[config.mk]
export PLATFORM = sky130hd
export DESIGN_NAME = backprop_layer_sequencer_flat
export DESIGN_NICKNAME = d
export VERILOG_FILES = /design/src/rtl/backprop_layer_sequencer_if.sv /design/src/rtl/backprop_layer_sequencer.sv /design/src/flat_wrapper.sv
export SDC_FILE = /design/constraint.sdc
export NUM_CORES = 1
export LEC_CHECK = 0
export ABC_AREA = 1
export CELL_PAD_IN_SITES_DETAIL_PLACEMENT = 1
export CELL_PAD_IN_SITES_GLOBAL_PLACEMENT = 1
export CORE_AREA = 2 2 49 51
export CTS_BUF_LIST = sky130_fd_sc_hd__clkbuf_4
export DETAILED_ROUTE_END_ITERATION = 10
export DIE_AREA = 0 0 51 53
export PLACE_DENSITY = 0.73
export SYNTH_ARGS = -nofsm -noshare
export SYNTH_HDL_FRONTEND = slang
export SYNTH_SLANG_ARGS = --single-unit
[constraint.sdc]
create_clock -name clk -period 2.1 [get_ports clk]
set_input_delay 0.42 -clock clk [delete_from_list [all_inputs] [get_ports clk]]
set_output_delay 0.42 -clock clk [all_outputs]
set_load 0.01 [all_outputs]
[src/rtl/backprop_layer_sequencer_if.sv]
// Handshake bundle between the backprop layer sequencer and its surroundings
// (backprop stack, z_to_z_calculator, weight-gradient consumer).
interface backprop_layer_sequencer_if #(
   parameter int layer_bits = 2
);
   logic                  start;
   logic                  abort;
   logic                  cost_valid;
   logic                  z_ack;
   logic                  set_cost;
   logic                  set_diff_act;
   logic                  start_new_layer;
   logic                  stack_pop;
   logic [layer_bits-1:0] layer_idx;
   logic                  z_valid;
   logic                  busy;
   logic                  done;

   modport master (
      input  start, abort, cost_valid, z_ack,
      output set_cost, set_diff_act, start_new_layer, stack_pop,
             layer_idx, z_valid, busy, done
   );

   modport slave (
      output start, abort, cost_valid, z_ack,
      input  set_cost, set_diff_act, start_new_layer, stack_pop,
             layer_idx, z_valid, busy, done
   );
endinterface

[src/rtl/backprop_layer_sequencer.sv]
// Sequences the z_to_z_calculator through one backward pass, from the output
// layer down to layer 0, handing each diff_z_to_z to the consumer via valid/ack.
module backprop_layer_sequencer #(
   parameter int num_layer    = 3,
   parameter int layer_bits   = 2,
   parameter int calc_latency = 1,
   parameter int lat_bits     = 4
) (
   input logic                         clk,
   input logic                         rst_n,
   backprop_layer_sequencer_if.master  bus
);

   localparam logic [layer_bits-1:0] LAST_LAYER = layer_bits'(num_layer - 1);
   localparam logic [lat_bits-1:0]   LAT_LAST   = lat_bits'(calc_latency - 1);

   typedef enum logic [2:0] {
      IDLE,
      WAIT_COST,
      LOAD_COST,
      LOAD_ACT,
      COMPUTE,
      WAIT_ACK,
      DONE
   } state_t;

   state_t                state, state_nxt;
   logic [lat_bits-1:0]   lat_cnt;
   logic [layer_bits-1:0] layer_idx_q;

   // NOTE: registered state uses non-blocking assignments so every flop
   // samples pre-edge values, independent of statement order.
   always_ff @(posedge clk) begin
      if (!rst_n) begin
         state       <= IDLE;
         lat_cnt     <= '0;
         layer_idx_q <= '0;
      end else begin
         state <= state_nxt;
         if (bus.abort) begin
            lat_cnt     <= '0;
            layer_idx_q <= '0;
         end else begin
            case (state)
               LOAD_COST: layer_idx_q <= LAST_LAYER;
               LOAD_ACT:  lat_cnt     <= '0;
               COMPUTE:   lat_cnt     <= lat_cnt + 1'b1;
               WAIT_ACK: begin
                  // Decrement only when nonzero: layer 0 leaves through DONE.
                  if (bus.z_ack && (layer_idx_q != '0))
                     layer_idx_q <= layer_idx_q - 1'b1;
               end
               default: ;
            endcase
         end
      end
   end

   // NOTE: default assignment first so no path through the case infers a latch.
   always_comb begin
      state_nxt = state;
      if (bus.abort) begin
         state_nxt = IDLE;
      end else begin
         case (state)
            IDLE:      if (bus.start)      state_nxt = WAIT_COST;
            WAIT_COST: if (bus.cost_valid) state_nxt = LOAD_COST;
            LOAD_COST: state_nxt = LOAD_ACT;
            LOAD_ACT:  state_nxt = COMPUTE;
            COMPUTE:   if (lat_cnt == LAT_LAST) state_nxt = WAIT_ACK;
            WAIT_ACK: begin
               if (bus.z_ack)
                  state_nxt = (layer_idx_q == '0) ? DONE : LOAD_ACT;
            end
            DONE:      state_nxt = IDLE;
            default:   state_nxt = IDLE;
         endcase
      end
   end

   // Moore outputs only: nothing here depends on an input.
   always_comb begin
      bus.set_cost        = 1'b0;
      bus.set_diff_act    = 1'b0;
      bus.start_new_layer = 1'b0;
      bus.stack_pop       = 1'b0;
      bus.z_valid         = 1'b0;
      bus.done            = 1'b0;
      bus.busy            = (state != IDLE);
      case (state)
         LOAD_COST: bus.set_cost = 1'b1;
         LOAD_ACT: begin
            bus.set_diff_act    = 1'b1;
            bus.stack_pop       = 1'b1;
            // The output layer starts from diff_cost; deeper layers chain.
            bus.start_new_layer = (layer_idx_q != LAST_LAYER);
         end
         WAIT_ACK:  bus.z_valid = 1'b1;
         DONE:      bus.done    = 1'b1;
         default: ;
      endcase
   end

   assign bus.layer_idx = layer_idx_q;

endmodule

[src/flat_wrapper.sv]
// flat-port wrapper written by rule: the top's interface ports become plain ports
module backprop_layer_sequencer_flat 
#(
   parameter int num_layer    = 3,
   parameter int layer_bits   = 2,
   parameter int calc_latency = 1,
   parameter int lat_bits     = 4
)
  (clk, rst_n, bus_start, bus_abort, bus_cost_valid, bus_z_ack, bus_set_cost, bus_set_diff_act, bus_start_new_layer, bus_stack_pop, bus_layer_idx, bus_z_valid, bus_busy, bus_done);
  backprop_layer_sequencer_if #(.layer_bits(layer_bits)) bus_i ();
  input logic clk;
  input logic rst_n;
  input wire logic [$bits(bus_i.start)-1:0] bus_start;
  input wire logic [$bits(bus_i.abort)-1:0] bus_abort;
  input wire logic [$bits(bus_i.cost_valid)-1:0] bus_cost_valid;
  input wire logic [$bits(bus_i.z_ack)-1:0] bus_z_ack;
  output wire logic [$bits(bus_i.set_cost)-1:0] bus_set_cost;
  output wire logic [$bits(bus_i.set_diff_act)-1:0] bus_set_diff_act;
  output wire logic [$bits(bus_i.start_new_layer)-1:0] bus_start_new_layer;
  output wire logic [$bits(bus_i.stack_pop)-1:0] bus_stack_pop;
  output wire logic [$bits(bus_i.layer_idx)-1:0] bus_layer_idx;
  output wire logic [$bits(bus_i.z_valid)-1:0] bus_z_valid;
  output wire logic [$bits(bus_i.busy)-1:0] bus_busy;
  output wire logic [$bits(bus_i.done)-1:0] bus_done;
  assign bus_i.start = bus_start;
  assign bus_i.abort = bus_abort;
  assign bus_i.cost_valid = bus_cost_valid;
  assign bus_i.z_ack = bus_z_ack;
  assign bus_set_cost = bus_i.set_cost;
  assign bus_set_diff_act = bus_i.set_diff_act;
  assign bus_start_new_layer = bus_i.start_new_layer;
  assign bus_stack_pop = bus_i.stack_pop;
  assign bus_layer_idx = bus_i.layer_idx;
  assign bus_z_valid = bus_i.z_valid;
  assign bus_busy = bus_i.busy;
  assign bus_done = bus_i.done;
  backprop_layer_sequencer #(.num_layer(num_layer), .layer_bits(layer_bits), .calc_latency(calc_latency), .lat_bits(lat_bits)) u_core (.clk(clk), .rst_n(rst_n), .bus(bus_i));
endmodule
==> results.md <==
- Status: finished clean
- Worst-Skew Late Latency: 0.27 ns
- Gpl congestion: 0.819
- Setup tns final: 0 ns
- WP data required: 1.68 ns
- Die height: 53 µm
- Synthesized Nets: 111
- Worst path slowest cell: clkdlybuf4s50_1
- Setup bufs post-CTS: 0
- Critical path cell sequence: inv_2 > nor3_2 > clkdlybuf4s50_1
- Hpwl dp: 1290 µm
- EDFF count, synth: 0
- Kind of critical path: register to output pin
- CTS resizes: 0
- CP max FO: 4
- PwrDens: 482 mW/mm²
- Fin. Hold Viols: 0
- Initial core utilization: 0.289
- Netlist cell types: 19
- Num rows: 17
- Total wire length: 1550 µm
- CTS tree: done
- RSZ-0062 raised after global routing: no
- Synth Area in Simple Gates: 0.407
- Residual DRC: 0
- H-Tree Depth: 1
- Final net count: 129
- Post-synthesis xor/xnor area fraction: 0
- Fill cells: 290
- Async set-reset flop share out of synthesis: 0
- Num CTS Buffers: 3
- Maximum number of pins on one net before global-route repair: 9
- Mapped Cells: 101
- Total core area: 0.00215 mm²
- ANT nets after route: 0
- Area of the multi-input gates: 347 µm²
- Clock sink total: 9
- Mux share of post-synthesis cell area: 0
- Total congestion overflow: 0
- Avg Vias per Cell: 4.56
- DP Cell Count: 142
- DRT Pass-1 Iters: 3
- Kind of end point of the critical path: output pin
- Synth Area in Compound Gates: 0.0706
- GRT Total Usage: 0.142
- Fin. max-slew vios: 0
- PortBufs: 14
- Top cells by area, synth: dfxtp_1, nand2_1, nor2_1, inv_1, ha_1
- Worst path max stage delay: 0.59 ns
- Layout Skew: 0.00275 ns
- Detailed-route via count: 666
- # IOs: 15
- LEAKAGE: 0.390 nW
- Register bit total from synthesis: 9
- Layout Cells excl Fill: 146
- CP startpoint kind: register
- Post-Syn Area: 621 µm²
- Main combinational cell family by area after synthesis: simple AND/OR/NAND/NOR gates
- Most used flip-flop cell after synthesis: dfxtp_1
- Hold slack: 0.504 ns
- Drt initial violations: 6
- Register area share after synthesis: 0.290
- Slew @ Worst Pin: 0.443 ns
- Antenna Cells: 0
- Overall Power: 0.000395 W
- Vias in the first global route: 660
- Area delta synth->final: 32.3%
- Worst-path clk slew: 0.06 ns
- Hold_buf cts: 0
- Ys Warns: 0
- Clock Path Buffers: 2
- HP Class: register to register
- Fin crit period: 2.00 ns
- Max_cap viols: 0
- Register area: 183 µm²
- Initial antenna violation count: 0
- Die Area: 0.00270 mm²
- Post-Synth Adder-Cell Area: 0.0806
- Arrival @ worst endpoint: 1.58 ns
- List of most frequent post-synthesis cells: nand2_1, nor2_1, inv_1
- Count leader, synth: nand2_1
- Final setup fails: 0
- Layout cell share with drive strength beyond 1: 0.127
- Die span in x: 51 µm
- VDD IR max: 307 µV
- First-pass GRT wire length: 2790 µm
- Root buffer cell: clkbuf_4
- Slew headroom: 0.704
- Fmax: 500 MHz
- Mean post-synth cell area: 6.14 µm²
- Yosys top cell area share: 0.290
- Routed len/inst: 10.6 µm
- Synth area leader: dfxtp_1
- Final Cycle Share: 0.953
[cell families after synthesis]
group | Yosys count
simple gates | 57
buf+inv | 23
flops | 9
compound gates | 8
fa+ha+maj | 4
[final timing paths]
kind	cells past startpoint	end	slack [ns]	from
worst min register to register	1	u_core.lat_cnt[0]	0.50	u_core.lat_cnt[0]
worst max register to register	8	u_core.bus.layer_idx[0]	0.74	u_core.bus.layer_idx[0]
worst min-delay path	1	u_core.lat_cnt[0]	0.50	u_core.lat_cnt[0]
worst max-delay path	3	bus_set_cost	0.1	u_core.state[1]
[cell type report]
cell class                 count  area share
multi-input combinational     69       0.422
sequential                     9       0.223
timing repair buffer          15       0.180
inverter                      21      0.0960
tap                           28      0.0427
clock buffer                   4      0.0366
[critical path: cells and delay by family (launching register included)]
family / cells / cell delay, ns
buf+inv: 2 / 0.68
flops: 1 / 0.43
simple gates: 1 / 0.20
[cells in the final DEF, fill, tap and decap left out]
| cell type | n |
|---|---|
| nand2_1 | 22 |
| nor2_1 | 21 |
| inv_1 | 18 |
| clkdlybuf4s50_1 | 14 |
| dfxtp_1 | 7 |
| a21oi_1 | 4 |
| nand3_1 | 4 |
| ha_1 | 4 |
| clkbuf_4 | 4 |
| inv_2 | 3 |
| nor3_1 | 3 |
| nand3_2 | 2 |
| o21ai_0 | 2 |
| dfxtp_2 | 2 |
| nor3_2 | 1 |
| nor2_2 | 1 |
| nand2_2 | 1 |
| nand4_1 | 1 |
| nand3b_1 | 1 |
| o21bai_1 | 1 |
| o22ai_1 | 1 |
| buf_4 | 1 |
[state kept, by name (all words and copies together), names as in the netlist]
| signal | cells |
|---|---|
| u_core.lat_cnt | 4 |
| u_core.state | 3 |
| u_core.bus.layer_idx | 2 |
[where the power goes]
| group | internal (W) | switching [W] | leakage (nW) |
|---|---|---|---|
| registers | 0.000175 | 0.00000746 | 0.0736 |
| logic | 0.0000288 | 0.0000308 | 0.298 |
| clock network | 0.0000865 | 0.0000673 | 0.0184 |
| total | 0.000290 | 0.000106 | 0.390 |
[layer usage]
layer | vias up | wire length [µm] | GRT usage
met5 | - | 0 | 0
met4 | 0 | 6 | 0.0270
met3 | 2 | 77 | 0.0621
met2 | 12 | 794 | 0.258
met1 | 313 | 674 | 0.154
li1 | 339 | - | -
[metrics by stage]
stage	util	cell area (µm²)	worst slack (ns)
after floorplan	-	621	0.816
after global placement	0.367	788	0.354
after detailed placement	0.367	788	0.329
after CTS	0.381	818	0.0217
after global routing	0.382	821	0.0115
final	0.382	821	0.0986
Power figures use the tool's default switching activity.
